==> src/rtl/apb_master_bridge.sv <==
// Single-outstanding command/response to APB master bridge.
// Each accepted command becomes one SETUP+ACCESS transfer with wait-state timeout.
module apb_master_bridge #(
  parameter int unsigned TIMEOUT_CYCLES = 255
) (
  input  logic        clk,
  input  logic        rst,
  // command/response side
  input  logic        cmd_valid,
  output logic        cmd_ready,
  input  logic        cmd_write,
  input  logic [31:0] cmd_addr,
  input  logic [31:0] cmd_wdata,
  output logic        rsp_valid,
  output logic [31:0] rsp_rdata,
  output logic        rsp_err,
  output logic        rsp_timeout,
  // APB side
  output logic [31:0] paddr,
  output logic        psel,
  output logic        penable,
  output logic        pwrite,
  output logic [31:0] pwdata,
  input  logic [31:0] prdata,
  input  logic        pready,
  input  logic        pslverr
);

  typedef enum logic [1:0] {StIdle, StSetup, StAccess} state_e;

  localparam bit          TimeoutEn   = (TIMEOUT_CYCLES != 0);
  localparam logic [15:0] TimeoutLast = TimeoutEn ? 16'(TIMEOUT_CYCLES - 1) : 16'd0;

  state_e      state_q, state_d;
  logic [15:0] cnt_q, cnt_d;
  logic [31:0] paddr_q, paddr_d;
  logic [31:0] pwdata_q, pwdata_d;
  logic        pwrite_q, pwrite_d;
  logic        rsp_valid_q, rsp_valid_d;
  logic        rsp_err_q, rsp_err_d;
  logic        rsp_timeout_q, rsp_timeout_d;
  logic [31:0] rsp_rdata_q, rsp_rdata_d;

  always_comb begin
    state_d       = state_q;
    cnt_d         = cnt_q;
    paddr_d       = paddr_q;
    pwdata_d      = pwdata_q;
    pwrite_d      = pwrite_q;
    rsp_valid_d   = 1'b0;
    rsp_err_d     = 1'b0;
    rsp_timeout_d = 1'b0;
    rsp_rdata_d   = 32'd0;

    case (state_q)
      StIdle: begin
        if (cmd_valid) begin
          if (cmd_addr[1:0] == 2'b00) begin
            paddr_d  = cmd_addr;
            pwdata_d = cmd_wdata;
            pwrite_d = cmd_write;
            state_d  = StSetup;
          end else begin
            // Slaves ignore paddr[1:0], so misaligned requests never reach the bus.
            rsp_valid_d = 1'b1;
            rsp_err_d   = 1'b1;
          end
        end
      end
      StSetup: begin
        cnt_d   = 16'd0;
        state_d = StAccess;
      end
      StAccess: begin
        if (pready) begin
          rsp_valid_d = 1'b1;
          rsp_err_d   = pslverr;
          rsp_rdata_d = (!pwrite_q && !pslverr) ? prdata : 32'd0;
          state_d     = StIdle;
        end else if (TimeoutEn && (cnt_q == TimeoutLast)) begin
          rsp_valid_d   = 1'b1;
          rsp_err_d     = 1'b1;
          rsp_timeout_d = 1'b1;
          state_d       = StIdle;
        end else begin
          cnt_d = cnt_q + 16'd1;
        end
      end
      default: state_d = StIdle;
    endcase
  end

  always_ff @(posedge clk or posedge rst) begin
    if (rst) begin
      state_q       <= StIdle;
      cnt_q         <= 16'd0;
      paddr_q       <= 32'd0;
      pwdata_q      <= 32'd0;
      pwrite_q      <= 1'b0;
      rsp_valid_q   <= 1'b0;
      rsp_err_q     <= 1'b0;
      rsp_timeout_q <= 1'b0;
      rsp_rdata_q   <= 32'd0;
    end else begin
      state_q       <= state_d;
      cnt_q         <= cnt_d;
      paddr_q       <= paddr_d;
      pwdata_q      <= pwdata_d;
      pwrite_q      <= pwrite_d;
      rsp_valid_q   <= rsp_valid_d;
      rsp_err_q     <= rsp_err_d;
      rsp_timeout_q <= rsp_timeout_d;
      rsp_rdata_q   <= rsp_rdata_d;
    end
  end

  // Bus strobes decode straight from state so reset clears them immediately.
  assign cmd_ready   = (state_q == StIdle);
  assign psel        = (state_q != StIdle);
  assign penable     = (state_q == StAccess);
  assign paddr       = paddr_q;
  assign pwdata      = pwdata_q;
  assign pwrite      = pwrite_q;
  assign rsp_valid   = rsp_valid_q;
  assign rsp_err     = rsp_err_q;
  assign rsp_timeout = rsp_timeout_q;
  assign rsp_rdata   = rsp_rdata_q;

endmodule

==> config.mk <==
export PLATFORM = sky130hd
export DESIGN_NAME = apb_master_bridge
export DESIGN_NICKNAME = d
export VERILOG_FILES = /design/src/rtl/apb_master_bridge.sv
export SDC_FILE = /design/constraint.sdc
export NUM_CORES = 1
export LEC_CHECK = 0
export CAP_MARGIN = 10
export CORE_ASPECT_RATIO = 0.5
export CORE_MARGIN = 2
export CORE_UTILIZATION = 42
export CTS_CLUSTER_DIAMETER = 50
export DETAILED_ROUTE_END_ITERATION = 8
export PLACE_DENSITY_LB_ADDON = 0.2
export REMOVE_ABC_BUFFERS = 1
export SLEW_MARGIN = 0
export SYNTH_ARGS = -nofsm -noshare
export SYNTH_HDL_FRONTEND = slang
export SYNTH_SLANG_ARGS = --single-unit
==> constraint.sdc <==
create_clock -name clk -period 4.8 [get_ports clk]
set_input_delay 0.48 -clock clk [delete_from_list [all_inputs] [get_ports clk]]
set_output_delay 0.48 -clock clk [all_outputs]
set_load 0.01 [all_outputs]
==> metrics.txt <==
R2R depth 6; Hold WS 0.502 ns; Power Total 0.00401 W; top cells by area, synth dfrtp_1 (62%), mux2_2 (15%), and2_1 (4.3%), nand2_1 (1.6%), ha_1 (1.3%); Initial Util 43.4%; Antenna Diode Count 0; clk root buf clkbuf_16; Hold Path Cell Cnt 1; Final Non-Filler Cells 723; drt wl/cell 16.6 µm; placeable core region 11000 µm²; Layout Nets 672; CTS hold repair buffers 0; sw power 0.00112 W; overflow left after global routing 0; via count 3642; routability cong. 0.848; required time of the critical path 4.32 ns; first-pass GRT wire length 19300 µm; Mapped Cells 355; placed cell area 6950 µm²; Routed WL 12000 µm; area leader, netlist dfrtp_1; all-layer global routing usage 20.4%; post-CTS setup buffers 0; CP arrival 2.17 ns; CTS tree done; post-synthesis async set-or-reset flop share 100%; max cap viols 0; Post-synth top flop dfrtp_1; CP Class flip-flop to output port; Final min period 2.65 ns; die area 12300 µm²; initial antenna violation count 0; total CTS buffers 17; final worst slack 2.15 ns; worst hold path type flip-flop to flip-flop; synthesized flop and latch total 118; TritonCTS Sinks 118; Fmax achieved 377 MHz; reg-to-reg startpoint state_q[0]; clock power share 31.4%; PostCTS Resize Cnt 0; leak pwr 3.19 nW; PD cells 531 nW/µm²; port bufs 204; Final Hold Vio Count 0; Iteration-0 DRC Markers 143; cell area after layout 7540 µm²; number of synthesis warnings 0; Max Buffers Root-to-Sink 2; share of layout cells above drive strength 1 19.0%; Worst slew margin 46.3%; setup slack, reg-to-reg 2.50 ns; combinational share of power 32.6%; r2r endpoint rsp_rdata[5]; Hold Path Origin pwdata[5]; drt drc 0; Synth Area per Inst 13.5 µm²; area share of the largest cell type after synthesis 61.6%; Worst Tran Pin Value 0.806 ns; 1st-pass router iterations 4; post-place setup slack 2.49 ns; Clock Skews 0.00711 ns; Post-Syn Area 4790 µm²; clock transition at the registers of the reported paths 0.06 ns; Final setup viols 0; EDFF count, synth 0; Setup crit end kind output port; Startpoint Class flip-flop; Filler Cells Inserted 831; Clock Latency Late Sink 0.41 ns; pin count of the biggest net entering global routing 67; crit path max fanout 19; part of the power in registers 36.1%; RSZ-0062 raised after global routing no; Hold Path End pwdata[5]; crit share post-route 55.3%; sequential element share of the synthesized area 61.6%; switching share of power 28.0%; status complete, no violations; Final Max Tran Viols 0; Ports 205; H-tree depth 4; VDD IR-drop max 290 µV; FP Rows 27; synthesis-to-layout area growth 57.4%; vias per inst 5.04; post-route ant nets 0; Die Span Y 79.5 µm; chip width 155 µm; distinct cell type count after synthesis 48; vias in the first global route 3749; placed instance count 691; DP HPWL 8500 µm; P_int 0.00288 W
## worst max-delay path, cell delays in order, from the launching register on
cell and delay [ns]:
dfrtp_1 0.38, inv_1 0.09, ha_1 0.62, clkdlybuf4s50_1 0.68
## layer usage
layer / routed length, µm / GRT usage [%] / vias up
met5: 0 / 0 / -
met4: 248 / 9.81 / 0
met3: 628 / 4.34 / 17
met2: 6140 / 36.2 / 115
met1: 4980 / 24.0 / 1813
li1: - / - / 1697
## cells by family after synthesis
logic type / Yosys count / share of synthesized area, %
compound gates: 33 / 5.43
fa+ha+maj: 5 / 1.31
buf+inv: 28 / 3.16
flops: 118 / 61.6
mux: 65 / 15.2
simple gates: 106 / 13.2
## cell usage in the layout, fill, tap and decap left out, types with 5 or more instances in the layout
cell type and n:
and2_1 33, nor2_1 9, nand2_1 20, nand4_1 8
dfrtp_1 118, clkdlybuf4s50_1 204, clkinvlp_4 6, o211ai_1 8
inv_1 9, nand3_1 8, buf_4 5, clkbuf_16 17
ha_1 5, mux2_2 63
## Yosys cell counts, types with 2 or more instances
cell type	number
o31ai_1	3
inv_1	10
or3_1	4
o311a_1	2
nor2_1	9
ha_1	5
o22ai_1	2
nand3_1	8
o211ai_1	8
and4_1	3
mux2_2	63
and2_1	33
a21oi_1	2
nor4_1	2
o311ai_0	2
buf_2	8
nor3_1	2
o311ai_1	4
nand2_1	20
o221ai_1	2
a211o_1	2
clkbuf_1	5
buf_6	3
dfrtp_1	118
nor2b_1	2
nand4_1	8
nor4b_1	2
or2_2	2
nand2b_1	2
## state kept, by name, indices dropped and copies added (netlist names)
name / count
state_q: 2
rsp_rdata: 32
paddr: 32
rsp_valid: 1
pwdata: 32
cnt_q: 16
rsp_err: 1
rsp_timeout: 1
pwrite: 1
## final cells by class
type	instances	area [µm²]	area share [%]
flip-flops and latches	118	2950	39.1
repair buffers	209	2080	27.6
multi-input cells	209	1700	22.5
clock buffers	19	443	5.87
well taps	145	181	2.40
clock inverters	13	149	1.97
inverters	10	40.0	0.531
## how the worst max path moves through the flow
stage / depth (start not counted) / startpoint / endpoint / slack, ns
final: 3 / state_q[0] / penable / 2.15
after global routing: 3 / state_q[0] / penable / 2.04
after CTS: 3 / state_q[0] / penable / 2.15
after detailed placement: 5 / pready / cnt_q[14] / 2.49
after global placement: 5 / pready / cnt_q[15] / 2.57
after floorplan: 5 / state_q[0] / paddr[10] / -1.13
## per-stage QoR
stage	util, %	setup TNS (ns)
floorplan	-	-73.32
global placement	62.9	0
detailed placement	62.9	0
CTS	68.3	0
global route	68.3	0
finish	68.3	0
## power groups by stage
stage	Clock, W	Sequential [W]	Combinational [W]
6_report	0.00126	0.00144	0.00131
5_1_grt	0.00133	0.00149	0.00138
4_1_cts	0.00128	0.00145	0.00132
3_5_place_dp	0	0.00146	0.00132
3_3_place_gp	0	0.00144	0.00130
2_1_floorplan	0	0.00159	0.000382
Power figures use the tool's default switching activity.
